`src/rtl/bmc_soft_pipe.sv`:
```
// Soft-decision branch-metric pipeline: per-codeword distances from soft
// received bits, then normalisation against the minimum plus best index.
module bmc_soft_pipe #(
  parameter int unsigned SYM_W  = 3,
  parameter int unsigned N_CODE = 2
) (
  input  logic                                                clk,
  input  logic                                                rst_n,
  input  logic                                                in_valid,
  output logic                                                in_ready,
  input  logic [N_CODE*SYM_W-1:0]                             rx_sym,
  input  logic [N_CODE-1:0]                                   erase,
  output logic                                                out_valid,
  input  logic                                                out_ready,
  output logic [(2**N_CODE)*(SYM_W+$clog2(N_CODE))-1:0]       bm,
  output logic [N_CODE-1:0]                                   out_best,
  output logic [15:0]                                         sym_cnt
);

  localparam int unsigned CW   = 2 ** N_CODE;
  localparam int unsigned MAXS = (2 ** SYM_W) - 1;
  localparam int unsigned BM_W = SYM_W + $clog2(N_CODE);
  localparam int unsigned CNT_W = 16;

  typedef logic [CW-1:0][BM_W-1:0] metrics_t;

  logic              s1_valid_q, s1_valid_d;
  logic              s2_valid_q, s2_valid_d;
  metrics_t          raw_q, raw_d, raw_c;
  metrics_t          bm_q, bm_d;
  logic [N_CODE-1:0] best_q, best_d, best_c;
  logic [BM_W-1:0]   min_c;
  logic [CNT_W-1:0]  cnt_q, cnt_d;
  logic              s1_adv, s2_adv, accept, out_hs;

  // Pipeline advance and handshake qualifiers
  always_comb begin
    s2_adv = !s2_valid_q || out_ready;
    s1_adv = !s1_valid_q || s2_adv;
    accept = in_valid && s1_adv;
    out_hs = s2_valid_q && out_ready;
  end

  // Raw metric per codeword: erased bits contribute nothing
  always_comb begin
    raw_c = '0;
    for (int c = 0; c < CW; c++) begin
      for (int i = 0; i < N_CODE; i++) begin
        if (!erase[i]) begin
          if (((c >> i) & 1) != 0) begin
            raw_c[c] = raw_c[c] + BM_W'(SYM_W'(MAXS) - rx_sym[i*SYM_W +: SYM_W]);
          end else begin
            raw_c[c] = raw_c[c] + BM_W'(rx_sym[i*SYM_W +: SYM_W]);
          end
        end
      end
    end
  end

  // Minimum search over stage-1 metrics; strict compare keeps the lowest index on ties
  always_comb begin
    min_c  = raw_q[0];
    best_c = '0;
    for (int c = 1; c < CW; c++) begin
      if (raw_q[c] < min_c) begin
        min_c  = raw_q[c];
        best_c = N_CODE'(c);
      end
    end
  end

  // Next-state for both stages and the output handshake counter
  always_comb begin
    s1_valid_d = s1_valid_q;
    raw_d      = raw_q;
    s2_valid_d = s2_valid_q;
    bm_d       = bm_q;
    best_d     = best_q;
    cnt_d      = cnt_q;
    if (s1_adv) begin
      s1_valid_d = accept;
      if (accept) begin
        raw_d = raw_c;
      end
    end
    if (s2_adv) begin
      s2_valid_d = s1_valid_q;
      if (s1_valid_q) begin
        for (int c = 0; c < CW; c++) begin
          bm_d[c] = raw_q[c] - min_c;
        end
        best_d = best_c;
      end
    end
    if (out_hs) begin
      cnt_d = cnt_q + CNT_W'(1);
    end
  end

  // State registers; reset discards everything in flight
  always_ff @(posedge clk or negedge rst_n) begin
    if (!rst_n) begin
      s1_valid_q <= 1'b0;
      s2_valid_q <= 1'b0;
      raw_q      <= '0;
      bm_q       <= '0;
      best_q     <= '0;
      cnt_q      <= '0;
    end else begin
      s1_valid_q <= s1_valid_d;
      s2_valid_q <= s2_valid_d;
      raw_q      <= raw_d;
      bm_q       <= bm_d;
      best_q     <= best_d;
      cnt_q      <= cnt_d;
    end
  end

  assign in_ready  = s1_adv;
  assign out_valid = s2_valid_q;
  assign bm        = bm_q;
  assign out_best  = best_q;
  assign sym_cnt   = cnt_q;

endmodule

```
`config.mk`:
```
export PLATFORM = sky130hd
export DESIGN_NAME = bmc_soft_pipe
export DESIGN_NICKNAME = d
export VERILOG_FILES = /design/src/rtl/bmc_soft_pipe.sv
export SDC_FILE = /design/constraint.sdc
export NUM_CORES = 1
export LEC_CHECK = 0
export CAP_MARGIN = 10
export CORE_MARGIN = 5
export CORE_UTILIZATION = 35
export CTS_CLUSTER_DIAMETER = 100
export DETAILED_ROUTE_END_ITERATION = 10
export SLEW_MARGIN = 0
export SYNTH_ARGS = -nofsm -noshare
export SYNTH_HDL_FRONTEND = slang
export SYNTH_SLANG_ARGS = --single-unit
```
`constraint.sdc`:
```
create_clock -name clk -period 9.9 [get_ports clk]
set_input_delay 2.97 -clock clk [delete_from_list [all_inputs] [get_ports clk]]
set_output_delay 2.97 -clock clk [all_outputs]
set_load 0.05 [all_outputs]
```
==> results.yml <==
die:
  die_y_um: 108
  start_util_pct: 36.3
  die_area_sq_um: 11700
  die_w_um: 108
  fp-row-count: 35
  coreArea_sq_um: 9330
  num_io_pins: 48
power_and_ir_drop:
  leakage_nw: 1.86
  power_density_nw_per_um2: 286
  ir_worst_vdd_uv: 99.5
  p_total_mw: 1.17
clock_network:
  cts_buffers: 5
  cts_setup_buffers: 0
  cts_resized: 0
  postCtsHoldBufs: 0
  htreeDepth: 2
  clk_pin_slew_ns: 0.09
  insertion_delay_ns: 0.30
  clock_sinks: 52
  cts_buffer_depth: 2
  cts_tree: "done"
  cts_root_buf: "clkbuf_8"
placement:
  portBuffers: 47
  dp_hpwl_um: 5620
  gp_congestion: 0.857
  place_inst: 519
global_routing:
  global_route.overflow_total: 0
  antenna_found_initial: 0
  grt_pass1_vias: 2590
  grt_pass1_wl_um: 12000
  grt_max_degree: 53
  gr-usage-all-layers_pct: 12.6
critical_path:
  r2r_start: "raw_q[1]$_DFFE_PN0P_"
  timing.rr.end: "bm[14]$_DFFE_PN0P_"
  critPathKind: "primary input to primary output"
  rr_worst_depth: 22
  crit_required_ns: 6.93
  start_kind: "primary input"
  worstSetupEndpointType: "primary output"
  r2r_setup_slack_ns: 4.28
  path_max_fanout: 4
  worstPathArrival_ns: 4.48
status:
  status: "completed"
worst_hold_path:
  hold_end: "sym_cnt[15]$_DFFE_PN0P_"
  worstHoldStart: "sym_cnt[15]$_DFFE_PN0P_"
  min_path_type: "flip-flop to flip-flop"
  min_path_cells: 1
layout:
  final_common_cell: "dfrtp_1"
  nNetsFinal: 457
  ff_latch_area_sq_um: 1300
  layout.cells.non_filler: 527
  syn_to_final_growth_pct: 20.9
  filler_cell_count: 925
  drive_gt1_share_pct: 4.02
  num_antenna_cells: 0
  multi_input_area_sq_um: 1950
  final_cell_mix: "dfrtp_1, clkdlybuf4s50_1, ha_1"
timing:
  hold_viol: 0
  finalCritPeriodShare_pct: 75.2
  maxSlewViolCount: 0
  tns_ns: 0
  slew_headroom_pct: 42.6
  setup_viol: 0
  min_period_ns: 7.45
  tightest_slew_ns: 0.859
  finClkSkew_ns: 0.00388
  max_freq_mhz: 134
  rsz0062_at_grt: "no"
detailed_routing:
  drc_errors: 0
  finalWirelength_um: 6890
  drt_iter0_markers: 66
  drtAntennaViolNets: 0
  vias: 2531
  vias_per_cell: 4.80
  dr.pass1.iters: 4
  wl_per_cell_um: 13.1
logic_synthesis:
  ys_ff_latch: 52
  synth_flop_cell: "dfrtp_1"
  synth_cells: 348
  synth_cell_types: 49
  synth_edf_count: 0
  avgSynthCellArea_sq_um: 9.72
  yosys_warnings: 0
  syn_area_sq_um: 3380
  async_reset_ff_share_pct: 100
  synth_seq_area_share_pct: 38.5
  syn-num-nets: 408
flow_run:
  drv_cap: 0
[sequential cells by signal (all words and copies together), names as in the netlist]
signal,count
bm,16
out_best,2
out_valid,1
sym_cnt,16
s1_valid_q,1
raw_q,16
[kinds of logic (layout without fill, tap and decap cells)]
logic type	Yosys count	after routing	synth area share, %
AOI/OAI and AO/OA	82	82	15.5
xor gates and xnor gates	30	30	7.77
adders and majority gates	48	48	19.5
buffers and inverters	34	84	3.77
DFF	52	52	38.5
muxes	5	5	1.55
and+or+nand+nor	97	97	13.4
[critical path, stage by stage]
cell,delay [ns]
clkdlybuf4s50_1,0.51
nand3b_1,0.17
clkdlybuf4s50_1,0.82
[per-stage QoR]
step           hold WS, ns  setup WS (ns)  utilization, %  cell area [sq um]
2_1_floorplan        0.471           3.47               -               3380
3_3_place_gp         0.461           2.49            42.8               3990
3_5_place_dp         0.468           2.46            42.8               3990
4_1_cts              0.486           2.46            43.8               4090
5_1_grt              0.513           2.40            43.8               4090
6_report             0.477           2.45            43.8               4090
[power by group]
part	switching, mW	total (mW)	internal [mW]
Sequential	0.0442	0.316	0.272
Combinational	0.437	0.726	0.289
Clock	0.0691	0.126	0.0570
Total	0.550	1.17	0.617
[worst max-delay path by stage]
stage / startpoint / endpoint / slack [ns]
finish: out_ready / in_ready / 2.45
global route: out_ready / in_ready / 2.40
CTS: out_ready / in_ready / 2.46
detailed placement: out_ready / in_ready / 2.46
global placement: out_ready / in_ready / 2.49
floorplan: out_ready / in_ready / 3.47
[layout make-up]
class / count / share of cell area, %
repair buffers: 48 / 11.6
inverters: 28 / 2.57
multi-input cells: 262 / 47.8
clock inverters: 1 / 0.184
flip-flops and latches: 52 / 31.8
well taps: 129 / 3.95
clock buffers: 7 / 2.11
[per-layer routing]
layer | GRT usage [%] | share of wire, % | vias up
li1 | - | - | 1290
met5 | 0 | 0 | -
met1 | 16.6 | 49 | 1195
met3 | 1.91 | 3.3 | 6
met4 | 2.98 | 1.1 | 0
met2 | 21.8 | 47 | 40
[synth_stat cells (2+ instances only)]
| cell | instances | area (sq um) |
|---|---|---|
| nand2_1 | 38 | 143 |
| nor2b_1 | 5 | 31.3 |
| mux2_2 | 2 | 22.5 |
| clkbuf_1 | 6 | 22.5 |
| a311o_1 | 2 | 20.0 |
| nand2b_1 | 5 | 31.3 |
| nor3_1 | 2 | 10.0 |
| o31ai_1 | 2 | 15.0 |
| dfrtp_1 | 52 | 1300 |
| inv_1 | 28 | 105 |
| o22ai_1 | 3 | 18.8 |
| fa_1 | 8 | 160 |
| a211oi_1 | 3 | 22.5 |
| or2_1 | 2 | 12.5 |
| a21oi_1 | 22 | 110 |
| ha_1 | 40 | 500 |
| a21o_1 | 8 | 60.1 |
| nand4_1 | 4 | 25.0 |
| xor2_1 | 9 | 78.8 |
| o21a_1 | 2 | 15.0 |
| and3_1 | 2 | 12.5 |
| o21ai_1 | 2 | 10.0 |
| o21ai_0 | 25 | 125 |
| nor2_1 | 22 | 82.6 |
| and2_1 | 2 | 12.5 |
| mux2i_1 | 3 | 30.0 |
| xnor2_1 | 21 | 184 |
| nand3_1 | 7 | 35.0 |
No activity file was read; power rests on OpenSTA's default activity.
